===== src/rtl/rc4_phase_scheduler_if.sv =====
// Purpose : bundles the scheduler's control, phase-FSM and S-memory signals.
// Ports   : master = scheduler side (drives start pulses, S port, key, status);
//           slave  = environment side (phase FSMs, S memory, search control).
//           timeout exists only when RC4_PHASE_TIMEOUT_EN is defined.
interface rc4_phase_scheduler_if #(
  parameter int KEY_WIDTH = 24
);
  logic                 start;
  logic                 init_start;
  logic                 init_done;
  logic [7:0]           init_address;
  logic [7:0]           init_data;
  logic                 init_wren;
  logic                 ksa_start;
  logic                 ksa_done;
  logic [7:0]           ksa_address;
  logic [7:0]           ksa_data;
  logic                 ksa_wren;
  logic                 prga_start;
  logic                 prga_done;
  logic                 prga_valid;
  logic [7:0]           prga_address;
  logic [7:0]           prga_data;
  logic                 prga_wren;
  logic [7:0]           s_address;
  logic [7:0]           s_data;
  logic                 s_wren;
  logic [KEY_WIDTH-1:0] secret_key;
  logic                 busy;
  logic                 key_found;
  logic                 key_fail;
`ifdef RC4_PHASE_TIMEOUT_EN
  logic                 timeout;
`endif

  modport master (
`ifdef RC4_PHASE_TIMEOUT_EN
    output timeout,
`endif
    input  start,
    output init_start, input init_done, input init_address, input init_data, input init_wren,
    output ksa_start,  input ksa_done,  input ksa_address,  input ksa_data,  input ksa_wren,
    output prga_start, input prga_done, input prga_valid,
    input  prga_address, input prga_data, input prga_wren,
    output s_address, output s_data, output s_wren,
    output secret_key, output busy, output key_found, output key_fail
  );

  modport slave (
`ifdef RC4_PHASE_TIMEOUT_EN
    input  timeout,
`endif
    output start,
    input  init_start, output init_done, output init_address, output init_data, output init_wren,
    input  ksa_start,  output ksa_done,  output ksa_address,  output ksa_data,  output ksa_wren,
    input  prga_start, output prga_done, output prga_valid,
    output prga_address, output prga_data, output prga_wren,
    input  s_address, input s_data, input s_wren,
    input  secret_key, input busy, input key_found, input key_fail
  );
endinterface


===== src/rtl/rc4_phase_scheduler.sv =====
// Purpose : RC4 brute-force sequencer: init -> KSA -> PRGA per key, S-port owner.
// Ports   : clk, reset (sync, active-high), bus (rc4_phase_scheduler_if.master).
// Timing  : each GO state costs one cycle; phase start fires 1 cycle after prior done.
// Option  : RC4_PHASE_TIMEOUT_EN adds a per-phase watchdog and the timeout output.
module rc4_phase_scheduler #(
  parameter int                   KEY_WIDTH = 24,
  parameter logic [KEY_WIDTH-1:0] KEY_MAX   = KEY_WIDTH'(24'h3FFFFF)
`ifdef RC4_PHASE_TIMEOUT_EN
  ,
  parameter int                   TIMEOUT_CYCLES = 4096
`endif
) (
  input logic                   clk,
  input logic                   reset,
  rc4_phase_scheduler_if.master bus
);

  typedef enum logic [3:0] {
    ST_IDLE,
    ST_INIT_GO,
    ST_INIT_WAIT,
    ST_KSA_GO,
    ST_KSA_WAIT,
    ST_PRGA_GO,
    ST_PRGA_WAIT,
    ST_NEXT_KEY,
    ST_FOUND,
    ST_FAIL
  } state_t;

  state_t               state;
  state_t               state_nxt;
  logic [KEY_WIDTH-1:0] key;

`ifdef RC4_PHASE_TIMEOUT_EN
  localparam int CW = ($clog2(TIMEOUT_CYCLES + 1) > 12) ? $clog2(TIMEOUT_CYCLES + 1) : 12;
  logic [CW-1:0] wdog;
  logic          wdog_expired;
  logic          timeout_q;
  logic          timeout_set;

  // Expires on the last permitted WAIT cycle, so the FSM leaves WAIT after
  // exactly TIMEOUT_CYCLES cycles without a done.
  assign wdog_expired = (wdog == CW'(TIMEOUT_CYCLES - 1));
`endif

  // State register, key register and watchdog.
  always_ff @(posedge clk) begin
    if (reset) begin
      state <= ST_IDLE;
      key   <= '0;
    end else begin
      state <= state_nxt;
      // The KEY_MAX check precedes the increment, so the key never wraps.
      if (state == ST_NEXT_KEY && key != KEY_MAX) begin
        key <= key + KEY_WIDTH'(1);
      end
    end
  end

`ifdef RC4_PHASE_TIMEOUT_EN
  always_ff @(posedge clk) begin
    if (reset) begin
      wdog      <= '0;
      timeout_q <= 1'b0;
    end else begin
      if (state == ST_INIT_WAIT || state == ST_KSA_WAIT || state == ST_PRGA_WAIT) begin
        wdog <= wdog + CW'(1);
      end else begin
        wdog <= '0;
      end
      if (timeout_set) begin
        timeout_q <= 1'b1;
      end
    end
  end
`endif

  // Next-state logic. Each done is looked at only in its own WAIT state, so
  // early or stale dones from other phases cannot advance the sequence.
  always_comb begin
    state_nxt = state;
`ifdef RC4_PHASE_TIMEOUT_EN
    timeout_set = 1'b0;
`endif
    case (state)
      ST_IDLE:      if (bus.start) state_nxt = ST_INIT_GO;
      ST_INIT_GO:   state_nxt = ST_INIT_WAIT;
      ST_INIT_WAIT: if (bus.init_done) state_nxt = ST_KSA_GO;
      ST_KSA_GO:    state_nxt = ST_KSA_WAIT;
      ST_KSA_WAIT:  if (bus.ksa_done) state_nxt = ST_PRGA_GO;
      ST_PRGA_GO:   state_nxt = ST_PRGA_WAIT;
      ST_PRGA_WAIT: begin
        if (bus.prga_done) begin
          state_nxt = bus.prga_valid ? ST_FOUND : ST_NEXT_KEY;
        end
      end
      ST_NEXT_KEY:  state_nxt = (key == KEY_MAX) ? ST_FAIL : ST_INIT_GO;
      ST_FOUND:     state_nxt = ST_FOUND;
      ST_FAIL:      state_nxt = ST_FAIL;
      default:      state_nxt = ST_IDLE;
    endcase
`ifdef RC4_PHASE_TIMEOUT_EN
    if (state_nxt == state && wdog_expired &&
        (state == ST_INIT_WAIT || state == ST_KSA_WAIT || state == ST_PRGA_WAIT)) begin
      state_nxt   = ST_FAIL;
      timeout_set = 1'b1;
    end
`endif
  end

  // Moore outputs: start pulses, status levels and the S-port grant all
  // decode from state alone, so only the owning phase can write S.
  always_comb begin
    bus.init_start = 1'b0;
    bus.ksa_start  = 1'b0;
    bus.prga_start = 1'b0;
    bus.s_address  = 8'h00;
    bus.s_data     = 8'h00;
    bus.s_wren     = 1'b0;
    bus.busy       = 1'b1;
    bus.key_found  = 1'b0;
    bus.key_fail   = 1'b0;
    case (state)
      ST_IDLE:    bus.busy = 1'b0;
      ST_INIT_GO: bus.init_start = 1'b1;
      ST_INIT_WAIT: begin
        bus.s_address = bus.init_address;
        bus.s_data    = bus.init_data;
        bus.s_wren    = bus.init_wren;
      end
      ST_KSA_GO:  bus.ksa_start = 1'b1;
      ST_KSA_WAIT: begin
        bus.s_address = bus.ksa_address;
        bus.s_data    = bus.ksa_data;
        bus.s_wren    = bus.ksa_wren;
      end
      ST_PRGA_GO: bus.prga_start = 1'b1;
      ST_PRGA_WAIT: begin
        bus.s_address = bus.prga_address;
        bus.s_data    = bus.prga_data;
        bus.s_wren    = bus.prga_wren;
      end
      ST_FOUND: begin
        bus.busy      = 1'b0;
        bus.key_found = 1'b1;
      end
      ST_FAIL: begin
        bus.busy     = 1'b0;
        bus.key_fail = 1'b1;
      end
      default: ;
    endcase
  end

  assign bus.secret_key = key;
`ifdef RC4_PHASE_TIMEOUT_EN
  assign bus.timeout = timeout_q;
`endif

endmodule


===== src/flat_wrapper.sv =====
// flat-port wrapper written by rule: the top's interface ports become plain ports
module rc4_phase_scheduler_flat 
#(
  parameter int                   KEY_WIDTH = 24,
  parameter logic [KEY_WIDTH-1:0] KEY_MAX   = KEY_WIDTH'(24'h3FFFFF)

)
  (clk, reset, bus_start, bus_init_start, bus_init_done, bus_init_address, bus_init_data, bus_init_wren, bus_ksa_start, bus_ksa_done, bus_ksa_address, bus_ksa_data, bus_ksa_wren, bus_prga_start, bus_prga_done, bus_prga_valid, bus_prga_address, bus_prga_data, bus_prga_wren, bus_s_address, bus_s_data, bus_s_wren, bus_secret_key, bus_busy, bus_key_found, bus_key_fail);
  rc4_phase_scheduler_if #(.KEY_WIDTH(KEY_WIDTH)) bus_i ();
  input logic clk;
  input logic reset;
  input wire logic [$bits(bus_i.start)-1:0] bus_start;
  output wire logic [$bits(bus_i.init_start)-1:0] bus_init_start;
  input wire logic [$bits(bus_i.init_done)-1:0] bus_init_done;
  input wire logic [$bits(bus_i.init_address)-1:0] bus_init_address;
  input wire logic [$bits(bus_i.init_data)-1:0] bus_init_data;
  input wire logic [$bits(bus_i.init_wren)-1:0] bus_init_wren;
  output wire logic [$bits(bus_i.ksa_start)-1:0] bus_ksa_start;
  input wire logic [$bits(bus_i.ksa_done)-1:0] bus_ksa_done;
  input wire logic [$bits(bus_i.ksa_address)-1:0] bus_ksa_address;
  input wire logic [$bits(bus_i.ksa_data)-1:0] bus_ksa_data;
  input wire logic [$bits(bus_i.ksa_wren)-1:0] bus_ksa_wren;
  output wire logic [$bits(bus_i.prga_start)-1:0] bus_prga_start;
  input wire logic [$bits(bus_i.prga_done)-1:0] bus_prga_done;
  input wire logic [$bits(bus_i.prga_valid)-1:0] bus_prga_valid;
  input wire logic [$bits(bus_i.prga_address)-1:0] bus_prga_address;
  input wire logic [$bits(bus_i.prga_data)-1:0] bus_prga_data;
  input wire logic [$bits(bus_i.prga_wren)-1:0] bus_prga_wren;
  output wire logic [$bits(bus_i.s_address)-1:0] bus_s_address;
  output wire logic [$bits(bus_i.s_data)-1:0] bus_s_data;
  output wire logic [$bits(bus_i.s_wren)-1:0] bus_s_wren;
  output wire logic [$bits(bus_i.secret_key)-1:0] bus_secret_key;
  output wire logic [$bits(bus_i.busy)-1:0] bus_busy;
  output wire logic [$bits(bus_i.key_found)-1:0] bus_key_found;
  output wire logic [$bits(bus_i.key_fail)-1:0] bus_key_fail;
  assign bus_i.start = bus_start;
  assign bus_init_start = bus_i.init_start;
  assign bus_i.init_done = bus_init_done;
  assign bus_i.init_address = bus_init_address;
  assign bus_i.init_data = bus_init_data;
  assign bus_i.init_wren = bus_init_wren;
  assign bus_ksa_start = bus_i.ksa_start;
  assign bus_i.ksa_done = bus_ksa_done;
  assign bus_i.ksa_address = bus_ksa_address;
  assign bus_i.ksa_data = bus_ksa_data;
  assign bus_i.ksa_wren = bus_ksa_wren;
  assign bus_prga_start = bus_i.prga_start;
  assign bus_i.prga_done = bus_prga_done;
  assign bus_i.prga_valid = bus_prga_valid;
  assign bus_i.prga_address = bus_prga_address;
  assign bus_i.prga_data = bus_prga_data;
  assign bus_i.prga_wren = bus_prga_wren;
  assign bus_s_address = bus_i.s_address;
  assign bus_s_data = bus_i.s_data;
  assign bus_s_wren = bus_i.s_wren;
  assign bus_secret_key = bus_i.secret_key;
  assign bus_busy = bus_i.busy;
  assign bus_key_found = bus_i.key_found;
  assign bus_key_fail = bus_i.key_fail;
  rc4_phase_scheduler #(.KEY_WIDTH(KEY_WIDTH), .KEY_MAX(KEY_MAX)) u_core (.clk(clk), .reset(reset), .bus(bus_i));
endmodule

===== config.mk =====
export PLATFORM = sky130hd
export DESIGN_NAME = rc4_phase_scheduler_flat
export DESIGN_NICKNAME = d
export VERILOG_FILES = /design/src/rtl/rc4_phase_scheduler_if.sv /design/src/rtl/rc4_phase_scheduler.sv /design/src/flat_wrapper.sv
export SDC_FILE = /design/constraint.sdc
export NUM_CORES = 1
export LEC_CHECK = 0
export BUFFER_PORTS_ARGS = -buffer_cell sky130_fd_sc_hd__buf_2
export CORE_MARGIN = 5
export CORE_UTILIZATION = 49
export DETAILED_ROUTE_END_ITERATION = 12
export PLACE_DENSITY = 0.86
export SLEW_MARGIN = 20
export SYNTH_ARGS = -nofsm -noshare
export SYNTH_HDL_FRONTEND = slang
export SYNTH_SLANG_ARGS = --single-unit

===== constraint.sdc =====
create_clock -name clk -period 3 [get_ports clk]
set_input_delay 0.45 -clock clk [delete_from_list [all_inputs] [get_ports clk]]
set_output_delay 0.45 -clock clk [all_outputs]
set_load 0.02 [all_outputs]

==> impl_metrics.yaml, run 1 <==
worst_setup_path:
  rr_worst_depth: 5
  r2r-start: "u_core.state[1]$_SDFFE_PP0P_"
  start_kind: "register"
  r2r_slack_ns: 0.81
  arrival_ns: 1.84
  cp_max_fo: 17
  crit_path_end_kind: "primary output"
  r2r-end: "u_core.bus.secret_key[13]$_SDFFE_PP0P_"
  critPathKind: "register to primary output"
  required_ns: 2.55
clock_network:
  cts-root-buf: "clkbuf_8"
  cts_setup_buffers: 0
  cts_sinks: 28
  cts_buffers: 3
  cts_hold_buf: 0
  clock_path_buffers: 2
  cts_tree: "done"
  ctsResizeCount: 0
  path_clk_slew_ns: 0.10
  cts-htree-levels: 1
  clkLatencyLatePin_ns: 0.28
detailed_routing:
  post_drt_wl_per_cell_um: 14.79
  drcViolationCount: 0
  drt_iter0_markers: 112
  vias: 2274
  first_pass_iters: 4
  viasPerCell: 5.714
  ant_nets: 0
  wl_mm: 5.888
cells_and_area:
  fin_nets: 408
  syn_to_final_growth_pct: 29.13
  diodes: 0
  design_area_um2: 2613
  drive_gt1_share_pct: 40.80
flow_run:
  drv_cap: 0
die:
  start_util_pct: 50.58
  io_pins: 105
  core_um2: 4000
  die_h_um: 74.26
  die_area_um2: 5514
  fp.dieW_um: 74.26
  rows: 23
synthesis:
  synth_area_per_cell_um2: 7.965
  syn_inst: 254
  syn_nets: 313
  yosysSeqAreaShare_pct: 27.71
  syn_area_um2: 2023
  async_reset_ff_share_pct: 0
  ys.flop_type: "dfxtp_1"
  ys_types: 47
  ys_seq_elements: 28
  yosysWarnings: 0
  synth_edf_count: 0
timing:
  fin_skew_ns: 0.006605
  period_needed_ns: 2.286
  worst_pin_slew_ns: 0.6215
  finalSetupTns_ns: 0
  finalCritPeriodShare_pct: 76.19
  relSlewSlack_pct: 58.38
  slew_viol_final: 0
  setup_viol_count_final: 0
  rsz0062_at_grt: "false"
  final_hold_viol_count: 0
  fmax_mhz: 437.5
min_path:
  worstHoldEndpoint: "u_core.bus.secret_key[7]$_SDFFE_PP0P_"
  whs_path_depth: 2
  hold_class: "register to register"
  hp-start: "u_core.bus.secret_key[7]$_SDFFE_PP0P_"
grt:
  overflow: 0
  grt_max_degree: 32
  antenna_found_initial: 0
  grt_use_total_pct: 20.19
  grt_pass1_wl_mm: 9.218
  grt_pass1_vias: 2176
pwr:
  power_density_nw_per_um2: 408.1
  ir_drop_v: 0.0002957
  p_leak_uw: 0.001224
status:
  status: "complete, no violations"
placement:
  dp_hpwl_mm: 4.501
  globalplace.congestion: 0.8104
  port_buffers: 104
  place_area_um2: 2555
[cell usage after synthesis, drive strengths merged (2+ instances only)]
master,n,area [um^2]
a211oi,4,30.03
a21oi,15,75.07
a22oi,18,135.1
and3,2,12.51
buf,7,32.53
clkbuf,9,33.78
dfxtp,28,560.5
inv,6,22.52
mux2,21,236.5
nand2,12,45.04
nand2b,2,12.51
nand3,12,60.06
nand3b,2,15.01
nand4,8,65.06
nand4b,5,65.06
nor2,44,165.2
nor2b,3,18.77
nor3,4,20.02
nor4,6,73.82
o21ai,10,50.05
o31ai,3,22.52
or2,2,12.51
or3,6,37.54
or4,2,16.27
xnor2,5,43.79
xor2,4,35.03
[layout by cell type (no fill, tap or decap), drive strengths merged, types with 3 or more instances in the layout]
cell type,n
a211oi,4
a21oi,15
a22oi,18
buf,106
clkbuf,4
dfxtp,28
inv,6
mux2,21
nand2,12
nand3,12
nand4,8
nand4b,5
nor2,44
nor2b,3
nor3,4
nor4,6
o21ai,10
o31ai,3
or3,6
xnor2,5
xor2,4
[sequential cells by signal (all words and copies together), names as in the netlist]
signal	flops
u_core.bus.secret_key	24
u_core.state	4
[cell families (layout without fill, tap and decap cells)]
family	count (synthesis)	count (layout)	synth area share [%]
and+or+nand+nor	116	116	33.27
AOI/OAI and AO/OA	56	56	17.94
DFF	28	28	27.71
muxes	22	22	12.18
buffers and inverters	22	116	4.391
xor gates and xnor gates	9	9	3.896
adders and majority gates	1	1	0.6183
[power breakdown]
group | switching [uW] | total [uW] | internal [uW]
Combinational | 249 | 422 | 172
Sequential | 28.6 | 410 | 381
Clock | 117 | 234 | 118
[per-stage QoR]
stage | utilization, % | setup WS [ns] | total power [uW] | hold WS (ns) | cells
after CTS | 65.25 | 0.3786 | 1071 | 0.5063 | 398
after global placement | 63.87 | 0.7273 | 832.8 | 0.4840 | 394
after global routing | 65.31 | 0.5581 | 1128 | 0.5550 | 398
after floorplan | - | 0.8503 | 714.3 | 0.5633 | 254
final | 65.31 | 0.7142 | 1066 | 0.5032 | 398
after detailed placement | 63.87 | 0.6765 | 838.0 | 0.4910 | 394
[critical path, stage by stage, from the launching register on]
cell	delay, ns
dfxtp_1	0.46
nor2b_2	0.57
a22oi_1	0.20
nor2_1	0.14
buf_2	0.19
[cell type report]
cell class / instances / area, um^2
clock buffers: 4 / 55.05
inverters: 6 / 22.52
well taps: 50 / 62.56
multi-input cells: 204 / 1376
fillers: 342 / 1388
flip-flops and latches: 28 / 560.5
repair buffers: 106 / 535.5
[how the worst max path moves through the flow]
stage,depth (start not counted),startpoint,endpoint
global route,4,u_core.state[1]$_SDFFE_PP0P_,bus_s_address[5]
global placement,4,u_core.state[1]$_SDFFE_PP0P_,bus_s_data[7]
floorplan,6,u_core.state[2]$_SDFFE_PP0P_,bus_s_address[0]
CTS,4,u_core.state[1]$_SDFFE_PP0P_,bus_s_address[5]
finish,4,u_core.state[1]$_SDFFE_PP0P_,bus_s_address[5]
detailed placement,4,u_core.state[1]$_SDFFE_PP0P_,bus_s_address[5]
[per-layer routing]
layer  vias to the layer above  routed length (um)  share of wire, %  global-route usage (%)
met5                         -                   0                 0                       0
met4                         0                  69               1.2                   6.126
met3                         9                 556               9.4                   3.784
met2                        97                2945                50                   38.09
met1                      1028                2316                39                   22.85
li1                       1140                   -                 -                       -
Power figures use the tool's default switching activity.
==> inputs of run 2 (changes only) <==
--- a/config.mk
+++ b/config.mk
@@ -7,9 +7,9 @@
 export LEC_CHECK = 0
 export BUFFER_PORTS_ARGS = -buffer_cell sky130_fd_sc_hd__buf_2
 export CORE_MARGIN = 5
-export CORE_UTILIZATION = 49
+export CORE_UTILIZATION = 41
 export DETAILED_ROUTE_END_ITERATION = 12
-export PLACE_DENSITY = 0.86
+export PLACE_DENSITY = 0.76
 export SLEW_MARGIN = 20
 export SYNTH_ARGS = -nofsm -noshare
 export SYNTH_HDL_FRONTEND = slang
==> constraint.sdc (replaced) <==
create_clock -name clk -period 1.85 [get_ports clk]
set_input_delay 0.2775 -clock clk [delete_from_list [all_inputs] [get_ports clk]]
set_output_delay 0.2775 -clock clk [all_outputs]
set_load 0.02 [all_outputs]
==> impl_metrics.yaml, run 2 (synthesized netlist as in run 1, its figures left out) <==
die:
  die_h_um: 80.25
  start_util_pct: 42.55
  die_area_um2: 6439
  core_um2: 4755
  rows: 25
  io_pins: 105
  fp.dieW_um: 80.25
clock_network:
  clock_path_buffers: 2
  cts_tree: "done"
  cts_buffers: 3
  clkLatencyLatePin_ns: 0.28
  cts-htree-levels: 1
  cts-root-buf: "clkbuf_8"
  path_clk_slew_ns: 0.09
  cts_hold_buf: 0
  cts_sinks: 28
cells_and_area:
  most-common-layout-cells: "buf_2 (95), nor2_1 (40), buf_4 (39), mux2_2 (19), dfxtp_1 (13)"
  drive_gt1_share_pct: 56.51
  diodes: 0
  fin_nets: 444
  largest_reg_flops: 24
  syn_to_final_growth_pct: 57.02
  design_area_um2: 3177
  layout_commonest_cell: "buf_2"
worst_setup_path:
  slowest_delay_ns: 0.62
  start_kind: "register"
  cp_slowest_cell: "or4_2"
  critPathKind: "register to register"
  cp_max_fo: 7
  required_ns: 2.07
  crit_chain: "buf_4 -> nand4b_4 -> a21o_4 -> or4_2 -> a21oi_2"
  path_buf_inv: 1
  crit_path_end_kind: "register"
  arrival_ns: 2.10
  cpLargestDelayFamily: "simple AND/OR/NAND/NOR gates"
detailed_routing:
  drcViolationCount: 0
  post_drt_wl_per_cell_um: 16.03
  wl_mm: 7.229
  wl_met1_mm: 2.956
  wl_met3_um: 472
  ant_nets: 0
  viasPerCell: 5.472
  drt_iter0_markers: 181
  dr.max_layer_used: "met4"
  first_pass_iters: 4
  route.met2.wl_mm: 3.699
  vias: 2468
grt:
  grt_pass1_vias: 2169
  grt_max_degree: 28
  antenna_found_initial: 0
  grt_use_total_pct: 19.12
  overflow: 0
  grt_pass1_wl_mm: 10.17
timing:
  finalCritPeriodShare_pct: 101.5
  setup_slack_ns: -0.02826
  period_needed_ns: 1.878
  relSlewSlack_pct: 67.77
  slew_viol_final: 0
  setup_viol_count_final: 3
  worst_pin_slew_ns: 0.4799
  final_hold_viol_count: 0
  fin_skew_ns: 0.003382
  rsz0062_at_grt: "true"
  finalSetupTns_ns: -0.05221
  fmax_mhz: 532.4
placement:
  place_ws_ns: 0.05654
  globalplace.congestion: 0.8386
  port_buffers: 104
  dp_hpwl_mm: 4.905
  place_area_um2: 2790
pwr:
  power_uw: 1959
  p_leak_uw: 0.001488
  ir_drop_v: 0.0006392
  power_density_nw_per_um2: 616.6
flow_run:
  drv_cap: 0
min_path:
  hold_class: "primary input to register"
status:
  status: "finished, violations left"
  violations: "setup timing"
run 2: cell count changes in the layout (fill, tap and decap cells not counted), moves of 3 or more:
cell	before	now
a21oi_1	15	11
a21oi_2	0	4
a22oi_1	18	10
a22oi_2	0	8
buf_2	104	95
buf_4	2	39
buf_6	0	3
dfxtp_1	28	13
dfxtp_2	0	10
dfxtp_4	0	5
nor2_1	44	40
nor2_2	0	4
run 2: final timing paths:
path	start	endpoint	slack, ns	depth (start not counted)
hold reg to reg	u_core.bus.secret_key[5]$_SDFFE_PP0P_	u_core.bus.secret_key[5]$_SDFFE_PP0P_	0.51	2
setup / recovery	u_core.state[2]$_SDFFE_PP0P_	u_core.bus.secret_key[7]$_SDFFE_PP0P_	-0.03	5
hold / removal	reset	u_core.bus.secret_key[4]$_SDFFE_PP0P_	0.41	2
setup reg to reg	u_core.state[2]$_SDFFE_PP0P_	u_core.bus.secret_key[7]$_SDFFE_PP0P_	-0.03	5
run 2: area by class of cell:
class                      instances  area, um^2
clock buffer                       4       55.05
fill                             386        1578
multi-input combinational        204        1514
sequential                        28       591.8
tap                               67       83.83
timing repair buffer             142       909.6
inverter                           6       22.52
run 2: power breakdown:
| group | switching, uW | internal [uW] |
|---|---|---|
| clock network | 196 | 191 |
| registers | 27.2 | 616 |
| logic | 502 | 427 |
run 2: through the flow:
step / hold slack (ns) / utilization (%) / instances
global route: 0.4115 / 66.82 / 451
finish: 0.4090 / 66.82 / 451
floorplan: 0.5104 / - / 254
global placement: 0.4886 / 58.68 / 436
detailed placement: 0.5093 / 58.68 / 436
CTS: 0.3981 / 61.24 / 441
run 2: what timing repair did:
action	CTS	global route
endpoints found under the setup margin	17	31
pin swaps	1	13
gates resized for setup	14	50
buffers inserted	1	8
gates cloned	1	2
run 2: per-layer routing:
| metal | global-route usage [%] | up-vias |
|---|---|---|
| li1 | - | 1198 |
| met1 | 24.97 | 1160 |
| met2 | 33.53 | 98 |
| met3 | 3.587 | 12 |
| met4 | 2.027 | 0 |
| met5 | 0 | - |
